--- src/rtl/muldiv_unit.sv ---
// muldiv_unit: iterative multiply/divide (multu, mult, divu, div) with HI/LO results,
// flush abort and busy/done handshake; one shift-add or shift-subtract step per cycle.
module muldiv_unit #(
    parameter int WIDTH = 32
) (
    input  logic             clk,
    input  logic             reset,
    input  logic             start,
    input  logic [1:0]       op,
    input  logic [WIDTH-1:0] srca,
    input  logic [WIDTH-1:0] srcb,
    input  logic             flush,
    output logic             busy,
    output logic             done,
    output logic [WIDTH-1:0] hi,
    output logic [WIDTH-1:0] lo,
    output logic             divzero
);
    localparam int CW = $clog2(WIDTH + 1);

    typedef enum logic [1:0] {IDLE, RUN, FIX} state_t;

    state_t             state, state_n;
    logic [CW-1:0]      cnt;
    logic [2*WIDTH-1:0] p;
    logic [WIDTH-1:0]   m;
    logic [1:0]         op_r;
    logic               sa, sb, dz;

    logic               a_neg, b_neg, start_ok, dz_start, neg;
    logic [WIDTH-1:0]   a_mag, b_mag, q, r, res_hi, res_lo;
    logic [WIDTH:0]     mul_sum, div_r, div_d;
    logic [2*WIDTH-1:0] mul_nxt, div_nxt, prod;

    assign a_neg    = op[0] & srca[WIDTH-1];
    assign b_neg    = op[0] & srcb[WIDTH-1];
    assign a_mag    = a_neg ? -srca : srca;
    assign b_mag    = b_neg ? -srcb : srcb;
    assign start_ok = (state == IDLE) && start && !flush;
    assign dz_start = op[1] && (srcb == '0);
    assign busy     = (state != IDLE);

    // p holds {accumulator, multiplier} for multiply and {remainder, dividend/quotient} for divide
    assign mul_sum = {1'b0, p[2*WIDTH-1:WIDTH]} + (p[0] ? {1'b0, m} : '0);
    assign mul_nxt = {mul_sum, p[WIDTH-1:1]};
    assign div_r   = {p[2*WIDTH-1:WIDTH], p[WIDTH-1]};
    assign div_d   = div_r - {1'b0, m};
    assign div_nxt = {div_d[WIDTH] ? div_r[WIDTH-1:0] : div_d[WIDTH-1:0], p[WIDTH-2:0], ~div_d[WIDTH]};

    // sa/sb are zero for unsigned ops, so the corrections below need no op check
    assign neg    = sa ^ sb;
    assign prod   = neg ? -p : p;
    assign q      = neg ? -p[WIDTH-1:0] : p[WIDTH-1:0];
    assign r      = sa ? -p[2*WIDTH-1:WIDTH] : p[2*WIDTH-1:WIDTH];
    assign res_hi = dz ? p[2*WIDTH-1:WIDTH] : op_r[1] ? r : prod[2*WIDTH-1:WIDTH];
    assign res_lo = dz ? p[WIDTH-1:0] : op_r[1] ? q : prod[WIDTH-1:0];

    always_comb begin
        state_n = state;
        case (state)
            IDLE:    state_n = start_ok ? (dz_start ? FIX : RUN) : IDLE;
            RUN:     state_n = flush ? IDLE : (cnt == CW'(WIDTH - 1)) ? FIX : RUN;
            default: state_n = IDLE;
        endcase
    end

    always_ff @(posedge clk or posedge reset) begin
        if (reset) state <= IDLE;
        else       state <= state_n;
    end

    always_ff @(posedge clk or posedge reset) begin
        if (reset) begin
            cnt     <= '0;
            p       <= '0;
            m       <= '0;
            op_r    <= '0;
            sa      <= 1'b0;
            sb      <= 1'b0;
            dz      <= 1'b0;
            done    <= 1'b0;
            hi      <= '0;
            lo      <= '0;
            divzero <= 1'b0;
        end else begin
            done <= 1'b0;
            if (start_ok) begin
                op_r <= op;
                sa   <= a_neg;
                sb   <= b_neg;
                dz   <= dz_start;
                cnt  <= '0;
                m    <= op[1] ? b_mag : a_mag;
                p    <= dz_start ? {srca, {WIDTH{1'b1}}} : {{WIDTH{1'b0}}, op[1] ? a_mag : b_mag};
            end else if (state == RUN && !flush) begin
                cnt <= cnt + 1'b1;
                p   <= op_r[1] ? div_nxt : mul_nxt;
            end else if (state == FIX && !flush) begin
                hi      <= res_hi;
                lo      <= res_lo;
                divzero <= dz;
                done    <= 1'b1;
            end
        end
    end
endmodule

--- config.mk ---
export PLATFORM = sky130hd
export DESIGN_NAME = muldiv_unit
export DESIGN_NICKNAME = d
export VERILOG_FILES = /design/src/rtl/muldiv_unit.sv
export SDC_FILE = /design/constraint.sdc
export NUM_CORES = 1
export LEC_CHECK = 0
export ABC_CLOCK_PERIOD_IN_PS = 11700
export BUFFER_PORTS_ARGS = -buffer_cell sky130_fd_sc_hd__buf_2
export CELL_PAD_IN_SITES_DETAIL_PLACEMENT = 0
export CELL_PAD_IN_SITES_GLOBAL_PLACEMENT = 1
export CORE_MARGIN = 4
export CORE_UTILIZATION = 49
export CTS_CLUSTER_SIZE = 10
export DETAILED_ROUTE_END_ITERATION = 8
export PLACE_DENSITY = 0.95
export SYNTH_ARGS = -nofsm -noshare
export SYNTH_HDL_FRONTEND = slang
export SYNTH_SLANG_ARGS = --single-unit
--- constraint.sdc ---
create_clock -name clk -period 11.7 [get_ports clk]
set_input_delay 0 -clock clk [delete_from_list [all_inputs] [get_ports clk]]
set_output_delay 0 -clock clk [all_outputs]
set_load 0.05 [all_outputs]
# After elaboration in Yosys (flattened, before gate mapping)
# Index checks and enable logic that the tools add are counted.
[totals] register_bits=175 romBits=0 memories=0 elab_cells=67 in_bits=70 latchBits=0 ram_bits=0
[classes] n_shift=0 add_sub_neg=8 mul=0 magnitude_cmp=0 bitwise_logic=6 div=0 n_reduce_logical=11 mux=27 eq_ne=3
[op_table] cell="$mux 32" n=12
[op_table] cell="$mux 64" n=5
[op_table] cell="$neg 32->32" n=4
[op_table] cell="$neg 64->64" n=1
[op_table] cell="$add 32x32->33" n=1
[op_table] cell="$sub 33x32->33" n=1
[op_table] cell="$logic_not 32->1" n=1
[op_table] cell="$mux 6" n=2
[op_table] cell="$mux 2" n=4
[op_table] cell="$add 6x1->6 const B" n=1
[op_table] cell="$eq 6x5->1 const B" n=1
[op_table] cell="$logic_and 1x1->1" n=5
[op_table] cell="$pmux 2 s2" n=1
[op_table] cell="$reduce_bool 2->1" n=2
[op_table] cell="$mux 1" n=3
[op_table] cell="$not 1->1" n=3
[op_table] cell="$reduce_and 3->1" n=1
[op_table] cell="$and 1x1->1" n=2
[op_table] cell="$eq 2x1->1 const B" n=1
[op_table] cell="$eq 2x2->1 const B" n=1
[op_table] cell="$logic_not 2->1" n=1
[op_table] cell="$logic_not 1->1" n=1
[op_table] cell="$xor 1x1->1" n=1

# Logic depth before layout (Yosys ltp)
[logic_depth] ltp_word=5 mapped_depth=15

# Worst setup path after synthesis
# Ideal clock, no wire load.
[synth_timing] path_type="register to register" start="register p[38]" end="register p[40]" arrival_time_ns=3.338 period_less_slack_ns=3.462 path_stages_with_launch=12 n_path_buf=1 t_required_ns=11.576 slack_ns=8.238 cell_sequence="dfrtp_1 > ha_1 > a2111oi_0 > a221oi_1 > a31o_2 > a21o_1 > o21ai_0 > xor2_1 > buf_2 > mux2_2 > o22ai_1 > nor3_1"
[synth_via] elab_chain_cells=5 word_cells_on_any_way=6 classes_between="add/sub: 2; mux: 4"
[synth_rtl] item="start, declared" line="25" text="logic [2*WIDTH-1:0] p;"
[synth_rtl] item="start signal, assigned" line="94" text="p <= dz_start ? {srca, {WIDTH{1'b1}}} : {{WIDTH{1'b0}}, op[1] ? a_mag : b_mag};"
[synth_rtl] item="start signal, assigned" line="97" text="p <= op_r[1] ? div_nxt : mul_nxt;"
[synth_rtl] item="$sub 33x32->33" line="47" text="assign div_d = div_r - {1'b0, m};"
[synth_rtl] item="$mux 32" line="48" text="assign div_nxt = {div_d[WIDTH] ? div_r[WIDTH-1:0] : div_d[WIDTH-1:0], p[WIDTH-2:0], ~div_d[WIDTH]};"
[synth_rtl] item="$mux 64 *" line="97"
[synth_rtl] item="$mux 64 *" line="95" text="end else if (state == RUN && !flush) begin"
[synth_rtl] item="$mux 64 *" line="87" text="if (start_ok) begin"
# Every way passes the cells marked *; elsewhere a longest branch is shown, timed or not. The select of a mux whose other input is x is not followed.
# A chain may end at the register's enable or synchronous reset.

# Worst setup path in the final report
[layout_timing] start="register p[33]" end="register p[47]"
# Same word-level chain as after synthesis.

==> out/qor.txt <==
outcome - finished clean
Root Driver - clkbuf_16
wirelength, routed - 52700 um
Psw - 1980 uW
Final Instance Count excl. Fillers - 2454
met2 WL - 22400 um
Synthesis Warnings - 0
dpl cells - 2409
Post-CTS Resized - 0
Reg power frac - 26.1%
largest net degree at the start of global routing - 126
number of max-cap violations - 0
TritonCTS Buffers - 17
Arr. time, crit path - 4780 ps
grt ovf - 0
Layout fillers - 2845
vias in the first global route - 14300
Synth Cell Area - 15100 um2
Die Ht - 183 um
most frequent cells in the layout - 242 x nand2_1, 228 x o21ai_0, 224 x nor2_1
mean number of vias per cell - 6.27
min-delay worst type - primary input to flip-flop
Clk Latency, worst-skew pair - 440 ps
setup total negative slack - 0 ps
Power per Cell Area - 235 nW/um2
clk sinks - 174
endpoints failing setup - 0
P_leak - 0.00732 uW
Mapped Avg Cell Area - 7.54 um2
final antenna-violating net count - 0
nature of the critical path startpoint - flip-flop
Area Overhead vs Synth - 10.6%
wl on met1 - 23400 um
Sw Ratio - 50.6%
chip width - 183 um
CP Class - flip-flop to flip-flop
CTS tree - done
Netlist cell types - 75
final worst-path cycle share - 38.4%
layout cells sized above 1 - 10.6%
# diodes - 0
H-tree levels - 4
worst-path maximum fanout - 43
CTS clk-pin slew, worst paths - 80 ps
count of hold buffers inserted by post-cts repair - 13
predominant post-synthesis flop cell - dfrtp_1
die area - 33600 um2
commonest non-fill, non-tap cell in the layout - nand2_1
initial antenna violation count - 0
# DRC - 0
Final Hold Vio Count - 0
Max Slew Vio Count - 0
cell count after synthesis - 1997
Initial Utilization - 50.3%
DR top layer - met4
IO buf count - 136
Via Count - 15400
Post-DP Area - 15900 um2
total track usage - 30.4%
Post-DP HPWL - 39600 um
Worst VDD drop - 0.000143 V
Setup Skew - 16.7 ps
number of synthesized register bits - 174
first-pass GRT wire length - 81100 um
Comb power frac - 58.1%
EDFF count, synth - 0
setup bufs post-CTS - 0
met3 routed WL - 4280 um
Highest Clock Rate - 222 MHz
P_int - 1930 uW
Clock Path Buffers - 2
final instance area - 16700 um2
fin nets - 2192
relative slew slack - 26.1%
clock power share - 15.8%
min Tclk post-route - 4500 ps
unrepaired setup endpoints after global routing - no
async set-reset flop share out of synthesis - 100%
Req. time, crit path - 11980 ps
post-synthesis sequential area ratio - 28.9%
Slew @ Worst Pin - 1110 ps
DR WL/cell - 21.5 um
DRT iter0 DRCs - 1811
syn nets - 2138
Core Area - 30000 um2
critical path endpoint category - flip-flop
Routability Congestion - 0.999
Row Count - 63
Ports - 137
Pre-antenna DRT Iters - 5
kinds of logic after synthesis:
group / count (synthesis) / share of synthesized area (%)
muxes: 47 / 3.19
xor gates and xnor gates: 173 / 10.1
and+or+nand+nor: 684 / 20.5
AOI/OAI and AO/OA: 652 / 26.3
DFF: 174 / 28.9
adders and majority gates: 71 / 6.00
buffers and inverters: 196 / 5.05
path summary, 6_finish.rpt:
check / start / endpoint / slack (ps) / depth (start not counted)
worst max-delay path: p[33]$_DFFE_PP0N_ / p[47]$_DFFE_PP0N_ / 7200 / 12
worst min-delay path: srcb[0] / m[0]$_DFFE_PP0P_ / 40 / 3
worst max register to register: p[33]$_DFFE_PP0N_ / p[47]$_DFFE_PP0N_ / 7200 / 12
worst min register to register: lo[7]$_DFFE_PP0P_ / lo[7]$_DFFE_PP0P_ / 470 / 2
max in group asynchronous: reset / op_r[1]$_DFFE_PP0P_ / 9580 / 5
min in group asynchronous: reset / lo[16]$_DFFE_PP0P_ / 140 / 3
cell usage after synthesis (13+ instances only):
library cell / number / area share, %
a21oi_1: 174 / 5.8
nand3_1: 21 / 0.70
dfrtp_1: 174 / 29
nor4_1: 22 / 0.91
a211oi_1: 35 / 1.7
inv_1: 65 / 1.6
xnor2_1: 93 / 5.4
o21a_1: 14 / 0.70
a21o_1: 27 / 1.3
nand2_1: 244 / 6.1
a31oi_1: 26 / 1.1
nor3_1: 52 / 1.7
or3_1: 13 / 0.54
nor2_1: 225 / 5.6
nand2b_1: 21 / 0.87
o31ai_1: 21 / 1.0
mux2i_1: 39 / 2.6
o21ai_0: 228 / 7.6
a22oi_1: 17 / 0.85
xor2_1: 80 / 4.7
buf_1: 13 / 0.32
ha_1: 69 / 5.7
clkbuf_1: 108 / 2.7
o211ai_1: 21 / 1.0
nand4_1: 14 / 0.58
metrics by stage:
| step | hold slack [ps] | util [%] | total power, uW | worst slack [ps] |
|---|---|---|---|---|
| floorplan | 139 | - | 2620 | 6980 |
| global route | 43.5 | 55.6 | 4190 | 6940 |
| finish | 35.2 | 55.6 | 3910 | 7200 |
| detailed placement | 85.9 | 53.1 | 3230 | 7320 |
| CTS | 22.3 | 55.6 | 3860 | 7300 |
| global placement | 87.1 | 53.1 | 3210 | 7450 |
power by group through the flow:
stage	clock network [uW]	logic [uW]	registers [uW]
after floorplan	0	1790	838
after global placement	0	2190	1010
after detailed placement	0	2210	1020
after CTS	626	2230	1000
after global routing	650	2510	1030
final	618	2270	1020
critical path: stages (launching register included):
cell      delay (ps)
dfrtp_1          510
ha_1             390
nor2b_1          180
o31ai_1          590
a221oi_1         250
a31o_2           370
a21o_1           180
o21ai_0          430
xor2_4           160
buf_4            460
mux2_2           400
a222oi_1         280
o21ai_0          130
layout make-up:
class	count	area [um2]	area share [%]
well taps	390	488	2.93
clock buffers	17	425	2.55
repair buffers	166	941	5.64
flip-flops and latches	174	4360	26.1
clock inverters	15	218	1.31
inverters	65	249	1.49
multi-input cells	1627	9990	59.9
per-layer routing:
metal / track usage, % / up-vias
met1: 43.7 / 7251
met2: 44.7 / 770
met3: 4.70 / 137
met5: 0 / -
li1: - / 7224
met4: 14.6 / 0
flip-flops by register name (all words and copies together) (netlist names):
signal and count:
m 32, sa 1, sb 1, op_r 1
dz 1, p 64, state 2, lo 32
divzero 1, done 1, cnt 6, hi 32
No activity file was read; power rests on OpenSTA's default activity.
